## src/rtl/mcac_seq_pkg.sv

```systemverilog
// Shared types and helpers for the MCAC per-sample stage sequencer.
// Holds the FSM state encoding, parameter defaults and the stage priority search.
package mcac_seq_pkg;

   typedef enum logic [1:0] {
      IDLE = 2'd0,
      RUN  = 2'd1,
      DONE = 2'd2
   } seq_state_t;

   localparam int NUM_STAGES_DEF   = 8;
   localparam int STAGE_CYCLES_DEF = 4;
   localparam int IDX_W_DEF        = 4;
   localparam int MAX_STAGES       = 16;

   typedef struct packed {
      logic       found;
      logic [3:0] idx;
   } next_stage_t;

   // Lowest set bit of act at or above start. The start value may be one past the
   // top stage, which simply yields found=0.
   function automatic next_stage_t next_active(input logic [MAX_STAGES-1:0] act,
                                               input logic [4:0]            start);
      next_stage_t r;
      r.found = 1'b0;
      r.idx   = 4'd0;
      for (int i = MAX_STAGES - 1; i >= 0; i--) begin
         if (act[i] && (5'(i) >= start)) begin
            r.found = 1'b1;
            r.idx   = 4'(i);
         end
      end
      return r;
   endfunction

endpackage

```

## src/rtl/mcac_stage_timer.sv

```systemverilog
// Window counter for one stage: counts 0..STAGE_CYCLES-1 while enabled and
// flags the terminal count, which marks the last cycle of a stage window.
module mcac_stage_timer #(
   parameter int STAGE_CYCLES = 4
) (
   input  logic clk_i,
   input  logic reset_i,
   input  logic clear_i,
   input  logic en_i,
   output logic tc_o
);

   localparam int CNT_W = (STAGE_CYCLES > 1) ? $clog2(STAGE_CYCLES) : 1;

   logic [CNT_W-1:0] count_q;
   logic [CNT_W-1:0] count_d;

   assign tc_o = (count_q == CNT_W'(STAGE_CYCLES - 1));

   // Wrapping at terminal count lets consecutive windows run with no gap.
   always_comb begin
      count_d = count_q;
      if (clear_i) begin
         count_d = '0;
      end else if (en_i) begin
         count_d = tc_o ? '0 : count_q + CNT_W'(1);
      end
   end

   always_ff @(posedge clk_i or posedge reset_i) begin
      if (reset_i) begin
         count_q <= '0;
      end else begin
         count_q <= count_d;
      end
   end

endmodule

```

## src/rtl/mcac_stage_seq.sv

```systemverilog
// Per-sample stage sequencer: accepts a sample, then enables each non-skipped
// datapath stage in ascending order for a fixed window, then pulses sample_done.
module mcac_stage_seq
   import mcac_seq_pkg::*;
#(
   parameter int NUM_STAGES   = NUM_STAGES_DEF,
   parameter int STAGE_CYCLES = STAGE_CYCLES_DEF,
   parameter int IDX_W        = IDX_W_DEF
) (
   input  logic                  clk_i,
   input  logic                  reset_i,
   input  logic                  scan_in0_i,
   input  logic                  scan_en_i,
   output logic                  scan_out0_o,
   input  logic                  sample_valid_i,
   output logic                  sample_ready_o,
   input  logic [NUM_STAGES-1:0] skip_mask_i,
   input  logic                  overrun_clr_i,
   output logic [NUM_STAGES-1:0] stage_en_o,
   output logic                  stage_latch_o,
   output logic [IDX_W-1:0]      stage_idx_o,
   output logic                  sample_done_o,
   output logic                  busy_o,
   output logic                  overrun_o
);

   seq_state_t            state_q;
   logic [NUM_STAGES-1:0] skip_q;
   logic [IDX_W-1:0]      idx_q;
   logic [NUM_STAGES-1:0] stage_en_q;
   logic                  ready_q;
   logic                  done_q;
   logic                  busy_q;
   logic                  overrun_q;

   logic                  tc;
   logic [MAX_STAGES-1:0] act_in;
   logic [MAX_STAGES-1:0] act_q;
   next_stage_t           first_nxt;
   next_stage_t           adv_nxt;
   logic                  unused_scan;

   // Scan pins are stitched at DFT; they only need to be consumed here.
   assign unused_scan = ^{scan_in0_i, scan_en_i};
   assign scan_out0_o = 1'b0;

   mcac_stage_timer #(
      .STAGE_CYCLES(STAGE_CYCLES)
   ) u_timer (
      .clk_i  (clk_i),
      .reset_i(reset_i),
      .clear_i(state_q != RUN),
      .en_i   (state_q == RUN),
      .tc_o   (tc)
   );

   // Active-stage masks padded to the search width; the live mask is only used
   // at acceptance, the registered one for every later advance.
   always_comb begin
      act_in                   = '0;
      act_q                    = '0;
      act_in[NUM_STAGES-1:0]   = ~skip_mask_i;
      act_q[NUM_STAGES-1:0]    = ~skip_q;
      first_nxt                = next_active(act_in, 5'd0);
      adv_nxt                  = next_active(act_q, 5'(idx_q) + 5'd1);
   end

   always_ff @(posedge clk_i or posedge reset_i) begin
      if (reset_i) begin
         state_q    <= IDLE;
         skip_q     <= '0;
         idx_q      <= '0;
         stage_en_q <= '0;
         ready_q    <= 1'b1;
         done_q     <= 1'b0;
         busy_q     <= 1'b0;
      end else begin
         case (state_q)
            IDLE: begin
               if (sample_valid_i) begin
                  skip_q  <= skip_mask_i;
                  ready_q <= 1'b0;
                  busy_q  <= 1'b1;
                  if (first_nxt.found) begin
                     state_q    <= RUN;
                     idx_q      <= IDX_W'(first_nxt.idx);
                     stage_en_q <= NUM_STAGES'(1) << first_nxt.idx;
                  end else begin
                     state_q <= DONE;
                     done_q  <= 1'b1;
                  end
               end
            end
            RUN: begin
               if (tc) begin
                  if (adv_nxt.found) begin
                     idx_q      <= IDX_W'(adv_nxt.idx);
                     stage_en_q <= NUM_STAGES'(1) << adv_nxt.idx;
                  end else begin
                     state_q    <= DONE;
                     idx_q      <= '0;
                     stage_en_q <= '0;
                     done_q     <= 1'b1;
                  end
               end
            end
            DONE: begin
               state_q <= IDLE;
               done_q  <= 1'b0;
               busy_q  <= 1'b0;
               ready_q <= 1'b1;
            end
            default: begin
               state_q    <= IDLE;
               idx_q      <= '0;
               stage_en_q <= '0;
               done_q     <= 1'b0;
               busy_q     <= 1'b0;
               ready_q    <= 1'b1;
            end
         endcase
      end
   end

   // A new overrun in the same cycle as a clear keeps the flag set.
   always_ff @(posedge clk_i or posedge reset_i) begin
      if (reset_i) begin
         overrun_q <= 1'b0;
      end else if (sample_valid_i && busy_q) begin
         overrun_q <= 1'b1;
      end else if (overrun_clr_i) begin
         overrun_q <= 1'b0;
      end
   end

   assign sample_ready_o = ready_q;
   assign stage_en_o     = stage_en_q;
   assign stage_idx_o    = idx_q;
   assign stage_latch_o  = tc && (state_q == RUN);
   assign sample_done_o  = done_q;
   assign busy_o         = busy_q;
   assign overrun_o      = overrun_q;

endmodule
```

## config.mk

```make
export PLATFORM = sky130hd
export DESIGN_NAME = mcac_stage_seq
export DESIGN_NICKNAME = d
export VERILOG_FILES = /design/src/rtl/mcac_seq_pkg.sv /design/src/rtl/mcac_stage_timer.sv /design/src/rtl/mcac_stage_seq.sv
export SDC_FILE = /design/constraint.sdc
export NUM_CORES = 1
export LEC_CHECK = 0
export BUFFER_PORTS_ARGS = -buffer_cell sky130_fd_sc_hd__buf_2
export CORE_MARGIN = 8
export CORE_UTILIZATION = 50
export DETAILED_ROUTE_END_ITERATION = 10
export GPL_TIMING_DRIVEN = 0
export PLACE_DENSITY_LB_ADDON = 0.12
export RECOVER_POWER = 25
export SKIP_CTS_REPAIR_TIMING = 1
export SLEW_MARGIN = 5
export SYNTH_ARGS = -nofsm -noshare
export SYNTH_HDL_FRONTEND = slang
export SYNTH_HIERARCHICAL = 1
export SYNTH_SLANG_ARGS = --single-unit
```

## constraint.sdc

```tcl
create_clock -name clk_i -period 6.2 [get_ports clk_i]
set_input_delay 0.93 -clock clk_i [delete_from_list [all_inputs] [get_ports clk_i]]
set_output_delay 0.93 -clock clk_i [all_outputs]
set_load 0.03 [all_outputs]
```

==> flow_metrics.tcl <==
set metrics [dict create \
    yosys_warnings 6 \
    synth.distinct_cells 54 \
    drt_wl_total_um 4400 \
    start_kind "register" \
    dp_hpwl_um 3510 \
    drt_iter0_drc 89 \
    fin_util_pct 58.0 \
    min_period_ns 2.83 \
    ys_top_cells_by_area "dfrtp_1 (38%), nand2_1 (5.3%), mux2_2 (4.0%)" \
    drive_gt1_share_pct 25.0 \
    min_period_over_period_pct 45.7 \
    rsz0062_at_grt "false" \
    final_cells 262 \
    vdd_ir_drop_max_mv 0.211 \
    ant_nets 0 \
    yosysMostFrequentCell "dfrtp_1" \
    slew_viol_final 0 \
    skew_ns 0.0143 \
    finalSetupViolCount 0 \
    critical_path.endpoint_type "primary output" \
    maxCapViolCount 0 \
    synthesis.area_sq_um 1710 \
    synth_seq_cells 27 \
    grt_max_degree 26 \
    grt_antenna_before_repair 0 \
    synth_top_area_share_pct 38.1 \
    tightestPinTransition_ns 0.960 \
    die_area_sq_um 5550 \
    async_reset_ff_share_pct 100 \
    n_antenna_cell 0 \
    std_cell_rows 21 \
    clk-insertion-delay-late_ns 0.34 \
    path_max_fanout 9 \
    gp_congestion 0.873 \
    grt_pass1_wl_um 7270 \
    cts_htree_levels 1 \
    max_freq_ghz 0.353 \
    ys.flop_type "dfrtp_1" \
    slew_headroom_pct 35.9 \
    ff_latch_area_sq_um 677 \
    drc 0 \
    syn2layout_area_growth_pct 12.4 \
    cts.sinks 27 \
    grtUsageTotal_pct 17.0 \
    fin_area_sq_um 1920 \
    chipHeight_um 74.5 \
    wl_per_cell_um 16.8 \
    multi_input_area_sq_um 938 \
    cp.arrival_ns 1.90 \
    synth_common_cells "dfrtp_1 (26), nand2_1 (24), inv_1 (12), nor2_1 (11), o21ai_0 (9)" \
    hold_violations 0 \
    avgSynthCellArea_sq_um 9.29 \
    dieWidth_um 74.5 \
    crit_required_ns 5.27 \
    outcome "completed" \
    dpl.cell_count 258 \
    yosysTopAreaCell "dfrtp_1" \
    root_buffer "clkbuf_4" \
    via_count 1500 \
    hold_path_class "primary input to async pin" \
    cts_buffers 3 \
    worst_setup_hold_path_clk_slew_ns 0.16 \
    dr.pass1.iters 4 \
    gr-total-overflow 0 \
    nets 235 \
    io_buffers 27 \
    p_leak_nw 0.902 \
    start_util_pct 51.6 \
    grt_pass1_vias 1547 \
    nFillCells 324 \
    via_per_inst 5.73 \
    placed_area_sq_um 1910 \
    setup_tns_ns 0 \
    core_area_sq_um 3310 \
    synthCells 184 \
    cts_tree "built" \
    synth_seq_area_share_pct 39.6 \
    path_class "register to primary output" \
    io_pins 32 \
    clk_path_buf_depth 2 \
    synth_edf_count 0 \
    power_density_nw_per_um2 507 \
]
-- per-stage QoR --
step / power [mW] / setup slack (ns) / hold WS, ns
finish: 0.973 / 3.37 / 0.410
global placement: 0.885 / 3.61 / 0.458
detailed placement: 0.901 / 3.56 / 0.473
CTS: 0.979 / 3.47 / 0.415
floorplan: 0.743 / 3.86 / 0.441
global route: 1.06 / 3.24 / 0.409
-- area by class of cell --
cell class	count	area share, %
buffer	6	1.95
clock buffer	3	1.17
clock inverter	1	0.261
inverter	13	2.54
multi-input combinational	139	48.9
sequential	27	35.2
tap	46	3.00
timing repair buffer	27	6.97
-- state kept, by name (all words and copies together) (netlist names) --
signal           cells
skip_q               8
stage_en_o           8
stage_idx_o          3
state_q              2
u_timer/count_q      2
busy_o               1
overrun_o            1
sample_done_o        1
sample_ready_o       1
-- cell usage in the layout (no fill, tap or decap), types with 2 or more instances in the layout --
| cell | count |
|---|---|
| nor4_1 | 2 |
| or3b_2 | 2 |
| and2_1 | 2 |
| mux2_2 | 6 |
| or2_2 | 2 |
| o211ai_1 | 3 |
| ha_1 | 4 |
| clkbuf_1 | 4 |
| nor3_1 | 3 |
| buf_4 | 2 |
| and4_1 | 2 |
| buf_2 | 26 |
| or3b_1 | 4 |
| nand3_1 | 4 |
| conb_1 | 2 |
| a211oi_1 | 3 |
| a21oi_1 | 9 |
| nand2_1 | 24 |
| nand2b_1 | 6 |
| and3_1 | 3 |
| nand4_1 | 3 |
| a221o_1 | 2 |
| o22ai_1 | 4 |
| o221ai_1 | 4 |
| o21ai_0 | 9 |
| dfrtp_1 | 26 |
| nor2_1 | 11 |
| clkbuf_4 | 3 |
| o21a_1 | 3 |
| inv_1 | 12 |
-- routing by layer --
metal	GRT usage, %	share of wire (%)	vias to the layer above
met5	0	0	-
met4	4.35	1.0	0
met3	3.64	6.3	6
met2	28.8	48	32
met1	21.0	44	720
li1	-	-	742
-- final timing paths --
| kind | start | end | slack (ns) | depth (start not counted) |
|---|---|---|---|---|
| min in group clk_i | skip_q[1]$_DFFE_PP0P_ | skip_q[1]$_DFFE_PP0P_ | 0.50 | 2 |
| max in group asynchronous | reset_i | skip_q[0]$_DFFE_PP0P_ | 4.81 | 2 |
| worst min-delay path | reset_i | u_timer/count_q[1]$_DFFE_PP0P_ | 0.41 | 2 |
| worst max register to register | stage_idx_o[0]$_DFFE_PP0P_ | state_q[0]$_DFFE_PP0P_ | 3.52 | 6 |
| worst max-delay path | state_q[1]$_DFFE_PP0P_ | stage_latch_o | 3.37 | 5 |
| worst min register to register | skip_q[1]$_DFFE_PP0P_ | skip_q[1]$_DFFE_PP0P_ | 0.50 | 2 |
-- power breakdown --
group          switching, mW  internal [mW]
sequential            0.0733          0.246
clock                 0.0548         0.0243
combinational          0.364          0.212
total                  0.492          0.482
-- logic make-up (layout without fill, tap and decap cells) --
| group | Yosys count | after routing | share of synthesized area, % |
|---|---|---|---|
| AOI/OAI and AO/OA | 53 | 53 | 24.0 |
| xor gates and xnor gates | 1 | 1 | 0.952 |
| adders and majority gates | 4 | 4 | 2.93 |
| buffers and inverters | 19 | 50 | 5.49 |
| DFF | 27 | 27 | 39.6 |
| muxes | 7 | 7 | 4.54 |
| other | 1 | 2 | 0.219 |
| and+or+nand+nor | 72 | 72 | 22.3 |
-- critical path, cell delays in order (launching register included) --
cell      delay [ns]
dfrtp_1         0.39
clkbuf_1        0.19
and2b_1         0.35
nand2_1         0.20
inv_2           0.19
buf_2           0.23
No activity file was read; power rests on OpenSTA's default activity.
